`src/rtl/tune_player.sv`:
```
// tune_player: run-time loaded piezo tune sequencer.
// Plays a table of {half-period, duration} entries as square-wave tones,
// one-shot or looping, on a differential piezo pair.
// Build option: define FAST_SIM_EN to shrink the duration unit by 16x
// (unit = 2^(DUR_SHIFT-4) clocks) so long tunes simulate quickly.
// Handshake: go/stop are level-sampled request strobes; busy is high from
// the cycle after an accepted go until the sequence ends or is stopped.
module tune_player #(
    parameter int DEPTH     = 16,
    parameter int AW        = $clog2(DEPTH),
    parameter int PER_W     = 16,
    parameter int DUR_W     = 4,
    parameter int DUR_SHIFT = 22
) (
    input  logic             clk,
    input  logic             rst_n,
    input  logic             wr_en,
    input  logic [AW-1:0]    wr_addr,
    input  logic [PER_W-1:0] wr_per,
    input  logic [DUR_W-1:0] wr_dur,
    input  logic             go,
    input  logic             stop,
    input  logic             loop,
    input  logic [AW-1:0]    last_idx,
    output logic             piezo,
    output logic             piezo_n,
    output logic             busy,
    output logic             start_note,
    output logic [AW-1:0]    note_idx,
    output logic             done
);

`ifdef FAST_SIM_EN
    localparam int EFF_SHIFT = DUR_SHIFT - 4;
`else
    localparam int EFF_SHIFT = DUR_SHIFT;
`endif
    localparam int CW = DUR_W + DUR_SHIFT;

    typedef enum logic [1:0] {S_IDLE, S_FETCH, S_PLAY} state_t;

    state_t             state;
    state_t             state_n;
    logic [PER_W-1:0]   tab_per [DEPTH];
    logic [DUR_W-1:0]   tab_dur [DEPTH];
    logic               loop_r;
    logic [AW-1:0]      last_r;
    logic [PER_W-1:0]   cur_per;
    logic [DUR_W-1:0]   cur_dur;
    logic [PER_W-1:0]   per_cnt;
    logic [CW-1:0]      dur_cnt;
    logic [CW-1:0]      dur_len;
    logic               tone;
    logic               note_last;
    logic               sounding;
    logic               done_n;
    logic               start_seq;
    logic               load;
    logic               inc_idx;
    logic               clr_idx;

    assign dur_len   = CW'(cur_dur) << EFF_SHIFT;
    assign note_last = (dur_cnt == dur_len - CW'(1));
    assign sounding  = (state == S_PLAY) && (cur_per != '0);
    assign piezo     = sounding & tone;
    assign piezo_n   = sounding & ~tone;
    assign busy      = (state != S_IDLE);
    assign start_note = (state == S_PLAY) && (dur_cnt == '0);

    // Note table: plain storage, never reset, writable only while idle.
    always_ff @(posedge clk) begin
        if (wr_en && !busy) begin
            tab_per[wr_addr] <= wr_per;
            tab_dur[wr_addr] <= wr_dur;
        end
    end

    // Sequencer state register.
    always_ff @(posedge clk or negedge rst_n) begin
        if (!rst_n) state <= S_IDLE;
        else        state <= state_n;
    end

    // Next-state and control decode; stop overrides everything.
    always_comb begin
        state_n   = state;
        done_n    = 1'b0;
        start_seq = 1'b0;
        load      = 1'b0;
        inc_idx   = 1'b0;
        clr_idx   = 1'b0;
        case (state)
            S_IDLE: begin
                if (go) begin
                    state_n   = S_FETCH;
                    start_seq = 1'b1;
                    clr_idx   = 1'b1;
                end
            end
            S_FETCH: begin
                if (tab_dur[note_idx] == '0) begin
                    // A terminator at entry 0 cannot loop, or it would spin.
                    if (loop_r && note_idx != '0) begin
                        clr_idx = 1'b1;
                        state_n = S_FETCH;
                    end else begin
                        state_n = S_IDLE;
                        done_n  = 1'b1;
                    end
                end else begin
                    load    = 1'b1;
                    state_n = S_PLAY;
                end
            end
            S_PLAY: begin
                if (note_last) begin
                    if (note_idx < last_r) begin
                        inc_idx = 1'b1;
                        state_n = S_FETCH;
                    end else if (loop_r) begin
                        clr_idx = 1'b1;
                        state_n = S_FETCH;
                    end else begin
                        state_n = S_IDLE;
                        done_n  = 1'b1;
                    end
                end
            end
            default: state_n = S_IDLE;
        endcase
        if (stop) begin
            state_n   = S_IDLE;
            done_n    = 1'b0;
            start_seq = 1'b0;
            load      = 1'b0;
            inc_idx   = 1'b0;
            clr_idx   = 1'b1;
        end
    end

    // Datapath: sequence settings, note index, tone and duration counters.
    always_ff @(posedge clk or negedge rst_n) begin
        if (!rst_n) begin
            loop_r   <= 1'b0;
            last_r   <= '0;
            note_idx <= '0;
            cur_per  <= '0;
            cur_dur  <= '0;
            per_cnt  <= '0;
            dur_cnt  <= '0;
            tone     <= 1'b0;
            done     <= 1'b0;
        end else begin
            done <= done_n;
            if (start_seq) begin
                loop_r <= loop;
                last_r <= last_idx;
            end
            if (clr_idx)      note_idx <= '0;
            else if (inc_idx) note_idx <= note_idx + AW'(1);
            if (load) begin
                cur_per <= tab_per[note_idx];
                cur_dur <= tab_dur[note_idx];
                per_cnt <= '0;
                dur_cnt <= '0;
                tone    <= 1'b0;
            end else if (state == S_PLAY) begin
                dur_cnt <= dur_cnt + CW'(1);
                if (cur_per != '0) begin
                    if (per_cnt == cur_per - PER_W'(1)) begin
                        per_cnt <= '0;
                        tone    <= ~tone;
                    end else begin
                        per_cnt <= per_cnt + PER_W'(1);
                    end
                end
            end
        end
    end

endmodule

```
`config.mk`:
```
export PLATFORM = sky130hd
export DESIGN_NAME = tune_player
export DESIGN_NICKNAME = d
export VERILOG_FILES = /design/src/rtl/tune_player.sv
export SDC_FILE = /design/constraint.sdc
export NUM_CORES = 1
export LEC_CHECK = 0
export BUFFER_PORTS_ARGS = -buffer_cell sky130_fd_sc_hd__buf_2
export CORE_ASPECT_RATIO = 1.1
export CORE_MARGIN = 3
export CORE_UTILIZATION = 62
export CTS_CLUSTER_DIAMETER = 40
export CTS_CLUSTER_SIZE = 16
export DETAILED_ROUTE_END_ITERATION = 16
export GPL_TIMING_DRIVEN = 0
export PLACE_DENSITY = 0.79
export SETUP_SLACK_MARGIN = 0.15
export SYNTH_ARGS = -nofsm -noshare
export SYNTH_HDL_FRONTEND = slang
export SYNTH_SLANG_ARGS = --single-unit
export TNS_END_PERCENT = 1
```
`constraint.sdc`:
```
create_clock -name clk -period 5.1 [get_ports clk]
set_input_delay 0.51 -clock clk [delete_from_list [all_inputs] [get_ports clk]]
set_output_delay 0.51 -clock clk [all_outputs]
set_load 0.02 [all_outputs]
```
Word level (Yosys, flattened, before mapping)
Memories as Yosys holds them, arrays and structs flattened. A register that Yosys moved wholly into a read port is not among the register bits.
Cells that the tools add are included.
{"block": "totals", "reg_bits": 59, "ramBits": 320, "out_inout_bits": 9, "wordCells": 91, "n_memories": 2}
{"block": "classes", "n_addsub": 5, "order_cmp": 1, "eq_ne": 6, "mux": 46, "bitwise_logic": 3, "n_reduce_logical": 19}
{"memory": "tab_per", "depth": 16, "word_bits": 16, "rd": 1, "rd_ports_with_merged_regs": 1, "wr": 1, "line_no": "44", "source": "logic [PER_W-1:0] tab_per [DEPTH];"}
{"memory": "tab_dur", "depth": 16, "word_bits": 4, "rd": 1, "rd_ports_with_merged_regs": 0, "wr": 1, "line_no": "45", "source": "logic [DUR_W-1:0] tab_dur [DEPTH];"}
{"cell": "2-to-1 mux 16 bit", "n": 4}
{"cell": "2-to-1 mux 26 bit", "n": 2}
{"cell": "2-to-1 mux 1 bit", "n": 31}
{"cell": "adder 26 x 1 -> 26 bit, second input constant", "n": 1}
{"cell": "== test 26 bit", "n": 1}
{"cell": "logical NOT 26 bit", "n": 1}
{"cell": "subtractor 26 x 1 -> 26 bit, second input constant", "n": 1}
{"cell": "adder 16 x 1 -> 16 bit, second input constant", "n": 1}
{"cell": "== test 16 bit", "n": 1}
{"cell": "nonzero test 16 bit", "n": 1}
{"cell": "subtractor 16 x 1 -> 16 bit, second input constant", "n": 1}
{"cell": "nonzero test 2 bit", "n": 5}
{"cell": "2-to-1 mux 2 bit", "n": 4}
{"cell": "2-to-1 mux 4 bit", "n": 2}
{"cell": "!= test 3 bit, second input constant", "n": 2}
{"cell": "one-hot mux 2 bit (3 select lines)", "n": 1}
{"cell": "adder 4 x 1 -> 4 bit, second input constant", "n": 1}
{"cell": "logical AND 1 bit", "n": 4}
{"cell": "logical NOT 4 bit", "n": 1}
{"cell": "< comparator 4 bit", "n": 1}
{"cell": "AND reduction 2 bit", "n": 2}
{"cell": "nonzero test 4 bit", "n": 1}
{"cell": "one-hot mux 1 bit (3 select lines)", "n": 1}
{"cell": "AND reduction 3 bit", "n": 1}
{"cell": "other kinds (7)", "n": 9}

Longest topological paths before layout
Gate-level depths: netlist of run 1.
{"block": "depth", "word_depth": 7, "depth_mapped": 12, "mapped_depth_nobuf": 9}

Worst setup path after synthesis of run 1
No wires, ideal clock.
{"block": "synth_timing", "path_kind": "flip-flop to flip-flop", "from": "register cur_per[0] (read register of tab_per)", "to": "register per_cnt[6]", "setup_time_ps": 119, "arrival_ps": 3329, "required_ps": 4981, "slack_ps": 1652, "stages_incl_launch_ff": 11, "path_buffers": 1, "synth_period_minus_slack_ps": 3448, "path_cell_list": "dfrtp_1 -> inv_1 -> ha_1 -> or3b_2 -> or4b_4 -> or4_4 -> a2111oi_4 -> o2111ai_2 -> o31ai_2 -> buf_6 -> nor2_2"}
{"block": "synth_via", "elab_chain_cells": 6, "elab_cells_between_ends": 9, "classes_between": "1 x add/sub; 1 x eq/ne; 4 x mux; 3 x reduce/logical"}
{"element": "from (decl)", "line_no": "48", "source": "logic [PER_W-1:0] cur_per;"}
{"element": "subtractor 16 x 1 -> 16 bit", "line_no": "170", "source": "if (per_cnt == cur_per - PER_W'(1)) begin"}
{"element": "== test 16 bit", "line_no": "170"}
{"element": "2-to-1 mux 16 bit", "line_no": "170"}
{"element": "2-to-1 mux 16 bit", "line_no": "169", "source": "if (cur_per != '0) begin"}
{"element": "2-to-1 mux 16 bit", "line_no": "167", "source": "end else if (state == S_PLAY) begin"}
{"element": "2-to-1 mux 16 bit", "line_no": "161", "source": "if (load) begin"}
{"element": "to (signal assigned)", "line_no": "174", "source": "per_cnt <= per_cnt + PER_W'(1);"}
{"element": "to (decl)", "line_no": "50", "source": "logic [PER_W-1:0] per_cnt;"}
Several ways; a longest one is shown, not always the timed one. The select of a mux whose other input is x is not followed.
A chain may end at the register's enable or synchronous reset.

Worst setup path in the final report of run 1
{"block": "layout_timing", "from": "register cur_per[0] (read register of tab_per)", "to": "output port piezo_n"}
{"block": "layout_via", "elab_chain_cells": 3}
{"element": "nonzero test 16 bit", "line_no": "64", "source": "assign sounding = (state == S_PLAY) && (cur_per != '0);"}
{"element": "logical AND 1 bit", "line_no": "64"}
{"element": "bitwise AND 1 bit", "line_no": "66", "source": "assign piezo_n = sounding & ~tone;"}
{"element": "to (decl)", "line_no": "26", "source": "output logic piezo_n,"}
Every way passes these cells.

==> summary.md, run 1 <==
| Metric | Value |
|---|---|
| Status | complete, no violations |
| Hpwl dp | 22800 um |
| Reg2reg start | note_idx[0] |
| Height of the chip | 177.2 um |
| First-pass GRT wire length | 56840 um |
| Syn Inst Count | 993 |
| Number of synthesized flops with an enable pin | 320 |
| Worst IR Drop VDD | 0.4044 mV |
| Layout cells sized above 1 | 0.2363 |
| P per Cell Area | 417.2 mW/mm2 |
| DR iter-0 viols | 998 |
| Synth Warn # | 0 |
| Unique masters post-synth | 67 |
| Critical path data arrival time | 3900 ps |
| Hold/Removal Path Class | in2reg |
| Routed Antenna Nets | 0 |
| Reg clk slew, reported paths | 60 ps |
| Io pins | 43 |
| # rows | 62 |
| Time the worst path needs with I/O delays and setup | 4409 ps |
| P&R area growth vs syn | 15.33% |
| Pleak | 6.480 nW |
| Fmax | 226.8 MHz |
| Post-Synthesis Net Count | 1041 |
| Routability cong. | 0.8403 |
| CTS tree | built |
| Pwr Total | 7.952 mW |
| Vias per inst | 6.379 |
| CTS root buf | clkbuf_16 |
| Crit-path max FO | 10 |
| Final max-slew violation count | 0 |
| Worst path required time | 4590 ps |
| Grt ovf | 0 |
| H-tree levels | 2 |
| Initial antenna violation count | 3 |
| # nets final | 1148 |
| Yosys top cell by area | edfxtp_1 |
| Post-synth ARST share | 0.1899 |
| Total number of vias | 9485 |
| I/O Buffers | 41 |
| FF+latch area | 0.01149 mm2 |
| Worst-margin pin slew | 1249 ps |
| Hold EP | last_r[3] |
| Clock skew | 30.64 ps |
| Drt wl/cell | 25.18 um |
| #FFs+latches synth | 395 |
| Largest net degree at the start of global routing | 60 |
| CTS Buf Count | 43 |
| Vias in the first global route | 9572 |
| Fillers | 1587 |
| Drt pass-1 iters | 5 |
| FF-to-FF path depth | 10 |
| Setup violators final | 0 |
| Post-CTS Setup Inserts | 0 |
| Synth area leaders | edfxtp_1 (58%), dfrtp_1 (11%), mux4_2 (11%), xnor2_1 (1.9%), xor2_1 (1.7%) |
| Final hold violations | 0 |
| CTS Buffer Depth | 3 |
| Max Cap Viol | 0 |
| Flop2flop setup slack | 690 ps |
| Resize count post-CTS | 0 |
| Sequential share of the synthesized area | 0.6950 |
| Routed wire length | 37440 um |
| Die footprint | 0.02865 mm2 |
| Worst setup SP type | register |
| RSZ-0062 raised after global routing | false |
| Fin crit share | 0.8645 |
| Worst-skew pair later-pin latency | 550 ps |
| Crit end category | primary output |
| Critical hold path startpoint | last_idx[3] |
| DR DRC count | 0 |
| Reg-to-reg endpoint | per_cnt[6] |
| Die width | 161.7 um |
| Top cell type's share of synthesized area | 0.5815 |
| Initial Util | 0.6321 |
| Average cell area after synthesis | 16.64 um2 |
| TNS Setup | 0 ps |
| Area occupied by multi-input gates | 0.004821 mm2 |
| Clock Sinks | 395 |
| Synthesized cell area | 0.01653 mm2 |
| Core Area | 0.02614 mm2 |
| Tot GR Track Use | 0.2676 |
| Main synth FF type | edfxtp_1 |
| Hold path cells | 2 |
| Slew headroom | 0.1601 |
| Crit Path Class | reg2out |
==> layout make-up <==
class / instances / area share
timing repair buffer: 62 / 0.02849
inverter: 24 / 0.004727
clock buffer: 47 / 0.05836
tap: 352 / 0.02311
multi-input combinational: 530 / 0.2529
sequential: 395 / 0.6026
clock inverter: 32 / 0.01917
buffer: 44 / 0.01044
antenna: 1 / 0.0001313
==> critical path, cell delays in order (launching register included) <==
cell	delay, ps
dfrtp_1	420
inv_1	100
ha_1	220
or3b_2	520
or4_2	670
o41ai_1	810
clkbuf_1	390
nor2_1	70
buf_2	170
==> synth_stat cells (all sizes together) (2+ instances only) <==
cell type,instances
nor3b,2
nand3,19
o31ai,7
o21ai,20
ha,14
and4,2
and2,2
nor4,10
and3,4
mux4,82
dfrtp,75
mux2i,25
clkbuf,29
edfxtp,320
or4,6
buf,15
nand2,74
or2,4
o2111ai,2
o41ai,2
or4b,2
o211ai,2
a221oi,8
nor3,18
inv,23
nand4,19
a21oi,8
a31oi,2
or3,3
a22oi,5
xor2,32
a2111oi,2
nor2,84
xnor2,35
o221ai,5
nand2b,5
o31a,2
o22ai,2
mux2,6
==> repair_timing <==
| item | 4_1_cts | 5_1_grt |
|---|---|---|
| hold buffers | 1 | 0 |
| endpoints found under the hold margin | 16 | 0 |
| endpoints found under the setup margin | 0 | 0 |
==> through the flow <==
stage                     hold slack [ps]  cell area [um2]    util  setup WS [ps]  std cells
final                               224.6            19060  0.7291          691.1       1487
after global routing                227.1            19060  0.7291          258.5       1487
after CTS                           208.6            19060  0.7290          699.1       1486
after detailed placement            397.2            17570  0.6721          722.9       1406
after global placement              489.5            17170  0.6568          139.5       1386
after floorplan                     214.4            16530       -           1652        993
==> registers in the layout, summed over array words and instances (netlist names) <==
signal / cells
tone: 1
note_idx: 4
cur_dur: 4
dur_cnt: 26
tab_dur: 64
cur_per: 16
tab_per: 256
done: 1
last_r: 4
loop_r: 1
per_cnt: 16
state: 2
==> per-layer routing <==
metal	part of all wire	routed length, um	global-route usage	up-vias
li1	-	-	-	4092
met1	0.38	14260	0.3557	4840
met2	0.50	18800	0.4469	453
met3	0.085	3189	0.06108	96
met4	0.031	1166	0.08710	4
met5	0.00048	18	0	-
==> power breakdown <==
group	leakage [nW]	total, mW	internal [mW]	switching (mW)
Clock	0.702	3.16	1.87	1.30
Combinational	1.90	0.964	0.383	0.582
Sequential	3.88	3.82	3.67	0.153
==> worst max-delay path by stage <==
| stage | startpoint | endpoint | slack [ps] | cells after the start |
|---|---|---|---|---|
| finish | cur_per[0] | piezo_n | 690 | 8 |
| global route | note_idx[0] | per_cnt[6] | 260 | 10 |
| CTS | cur_per[0] | piezo_n | 700 | 8 |
| detailed placement | note_idx[0] | per_cnt[8] | 720 | 10 |
| global placement | state[0] | tab_per[0][11] | 140 | 5 |
| floorplan | cur_per[0] | per_cnt[6] | 1650 | 10 |
==> placed cells by master (no fill, tap or decap), types with 12 or more instances in the layout <==
cell type  synthesis  layout
dfrtp_1           75      75
nand4_1           19      19
mux2i_1           25      25
mux4_2            82      82
clkbuf_1          28      31
buf_6              2      12
nor2_1            74      62
edfxtp_1         320     320
nand2_1           74      74
nor2_2            10      18
nor3_1            18      14
ha_1              14      14
buf_2              4      44
xnor2_1           35      35
inv_1             23      23
o21ai_0           20      20
clkbuf_16          0      44
nand3_1           19      19
xor2_1            32      32
==> cells by family after synthesis <==
| group | after synthesis | share of synthesized area |
|---|---|---|
| AOI/OAI and AO/OA | 76 | 0.03415 |
| xor gates and xnor gates | 67 | 0.03551 |
| adders and majority gates | 14 | 0.01060 |
| buffers and inverters | 68 | 0.01749 |
| DFF | 395 | 0.6950 |
| muxes | 113 | 0.1310 |
| and+or+nand+nor | 260 | 0.07624 |
(Power assumes the default switching activity.)
==> inputs of run 2 (changes only) <==
--- a/config.mk
+++ b/config.mk
@@ -8,12 +8,12 @@
 export BUFFER_PORTS_ARGS = -buffer_cell sky130_fd_sc_hd__buf_2
 export CORE_ASPECT_RATIO = 1.1
 export CORE_MARGIN = 3
-export CORE_UTILIZATION = 62
+export CORE_UTILIZATION = 40
 export CTS_CLUSTER_DIAMETER = 40
 export CTS_CLUSTER_SIZE = 16
 export DETAILED_ROUTE_END_ITERATION = 16
 export GPL_TIMING_DRIVEN = 0
-export PLACE_DENSITY = 0.79
+export HOLD_SLACK_MARGIN = 0.1
 export SETUP_SLACK_MARGIN = 0.15
 export SYNTH_ARGS = -nofsm -noshare
 export SYNTH_HDL_FRONTEND = slang
==> summary.md, run 2 (synthesized netlist as in run 1, its figures left out) <==
| Metric | Value |
|---|---|
| Most common cell after layout, fill and taps aside | edfxtp_1 |
| P per Cell Area | 439.5 mW/mm2 |
| Crit-path cells | inv_1, ha_1, or3b_2, or4_2, o41ai_1, clkbuf_1, nor2_1, buf_2 |
| Routed wire length | 36970 um |
| Hpwl dp | 23010 um |
| Area occupied by multi-input gates | 0.004861 mm2 |
| CTS Buf Count | 53 |
| # rows | 77 |
| RSZ-0062 raised after global routing | false |
| Switching Share | 0.2569 |
| Time the worst path needs with I/O delays and setup | 4464 ps |
| Worst IR Drop VDD | 0.2899 mV |
| Crit-path max FO | 10 |
| CTS Buffer Depth | 3 |
| Vias per inst | 5.489 |
| Worst-margin pin slew | 1115 ps |
| Core Area | 0.04046 mm2 |
| Worst setup SP type | register |
| Utilization after layout | 0.4810 |
| FF-to-FF path depth | 12 |
| Top flop regs | tab_per (256), tab_dur (64), dur_cnt (26) |
| Clock power frac | 0.441 |
| Reg-to-reg endpoint | state[0] |
| Io pins | 43 |
| Routability cong. | 0.7683 |
| Fillers | 3429 |
| CTS root buf | clkbuf_16 |
| Setup violators final | 0 |
| Layout cells sized above 1 | 0.2445 |
| PnR worst setup slack | 636.3 ps |
| Height of the chip | 219.2 um |
| Top cell family by delay on the critical path | simple AND/OR/NAND/NOR gates |
| First-pass GRT wire length | 57040 um |
| Clock Sinks | 395 |
| Reg2reg start | note_idx[0] |
| Initial antenna violation count | 4 |
| P_sw | 2.197 mW |
| Fin crit share | 0.8752 |
| Status | complete, no violations |
| Max Cap Viol | 0 |
| Antenna diodes | 0 |
| I/O Buffers | 41 |
| Final max-slew violation count | 0 |
| Routed Antenna Nets | 0 |
| Hold path cells | 2 |
| Internal | 6.356 mW |
| Logic pwr share | 0.113 |
| Sequential Power Share | 0.446 |
| Vias in the first global route | 9319 |
| Fmax | 224.0 MHz |
| Drt wl/cell | 22.30 um |
| P&R area growth vs syn | 17.77% |
| Critical-path top delay cell | o41ai_1 |
| Die width | 199.8 um |
| Crit end category | primary output |
| DR DRC count | 0 |
| Die footprint | 0.04379 mm2 |
| Worst path required time | 4590 ps |
| Grt ovf | 0 |
| Final hold violations | 0 |
| H-tree levels | 2 |
| Slew headroom | 0.2569 |
| CP peak stage delay | 790 ps |
| Drt pass-1 iters | 5 |
| Crit Path Class | reg2out |
| Clock skew | 15.40 ps |
| Worst path bufs/invs | 3 |
| TNS Setup | 0 ps |
| # nets final | 1148 |
| Initial Util | 0.4084 |
| Tot GR Track Use | 0.1754 |
| Total number of vias | 9100 |
| Hold/Removal Path Class | in2reg |
| Most frequent cells in the layout | edfxtp_1 (320), mux4_2 (82), dfrtp_1 (75), nand2_1 (74), nor2_1 (62) |
| Critical hold path startpoint | last_idx[2] |
| Largest net degree at the start of global routing | 66 |
| FF+latch area | 0.01149 mm2 |
| Reg clk slew, reported paths | 60 ps |
| Worst-skew pair later-pin latency | 580 ps |
| Hold EP | last_r[2] |
| Worst setup path start | cur_per[0] |
| Pleak | 6.585 nW |
| Critical path data arrival time | 3950 ps |
| DR iter-0 viols | 708 |
| CTS tree | built |
| Reg with most FFs | tab_per |
| Post-CTS Setup Inserts | 0 |
| Flop2flop setup slack | 760 ps |
| Max FFs per register | 256 |
| Place WS | 655.2 ps |
## run 2: cell types whose count changed in the layout (fill, tap and decap cells not counted), moves of 3 or more
cell,previous run,this run
buf_16,5,1
buf_6,12,7
buf_8,5,2
clkbuf_16,44,55
clkinv_2,3,7
inv_6,5,9
nor2_2,18,11
nor2_4,4,11
## run 2: power by group through the flow
stage	clock [mW]	combinational [mW]	sequential, mW
2_1_floorplan	0	0.684	3.84
3_3_place_gp	0	0.930	3.88
3_5_place_dp	0	0.968	3.88
4_1_cts	3.83	0.977	3.82
5_1_grt	3.98	1.09	3.84
6_report	3.77	0.965	3.82
## run 2: metal layers
metal  part of all wire  global-route usage  up-vias
met5            0.00073                   0        -
met1               0.44              0.2461     4676
met2               0.48              0.2776      259
met4              0.020             0.04793        4
met3              0.061             0.04084       59
li1                   -                   -     4102
## run 2: metrics by stage
step | std cells | hold slack (ps) | power (mW) | cell area [um2]
floorplan | 993 | 214.4 | 4.527 | 16530
global placement | 1547 | 493.1 | 4.810 | 17370
detailed placement | 1557 | 366.5 | 4.851 | 17610
CTS | 1658 | 133.1 | 8.631 | 19460
global route | 1658 | 147.2 | 8.911 | 19460
finish | 1658 | 166.0 | 8.554 | 19460
## run 2: worst max path at each step
stage | end | slack [ps] | cells after the start
finish | piezo_n | 640 | 8
global route | state[0] | 340 | 12
CTS | piezo_n | 530 | 8
detailed placement | per_cnt[11] | 660 | 10
global placement | tab_per[0][11] | -250 | 5
floorplan | per_cnt[6] | 1650 | 10
## run 2: worst register-to-register path, cell delays in order, from the launching register on
cell and delay (ps):
dfrtp_1 410, buf_2 350, clkbuf_1 660, buf_2 470, buf_2 430, buf_2 390, inv_1 150, ha_1 240
a21boi_0 270, nand4_1 140, nor3_1 280, a211oi_1 90, o41ai_1 360
## run 2: final cells by class
| cell class | instances | area share |
|---|---|---|
| flip-flops and latches | 395 | 0.5902 |
| multi-input cells | 530 | 0.2498 |
| clock buffers | 57 | 0.07110 |
| well taps | 513 | 0.03298 |
| clock inverters | 43 | 0.02334 |
| repair buffers | 52 | 0.01781 |
| plain buffers | 44 | 0.01022 |
| inverters | 24 | 0.004629 |
## run 2: what timing repair did
action	in CTS	in global routing
hold endpoints to repair	75	0
gates resized for setup	0	0
hold buffers	1	0
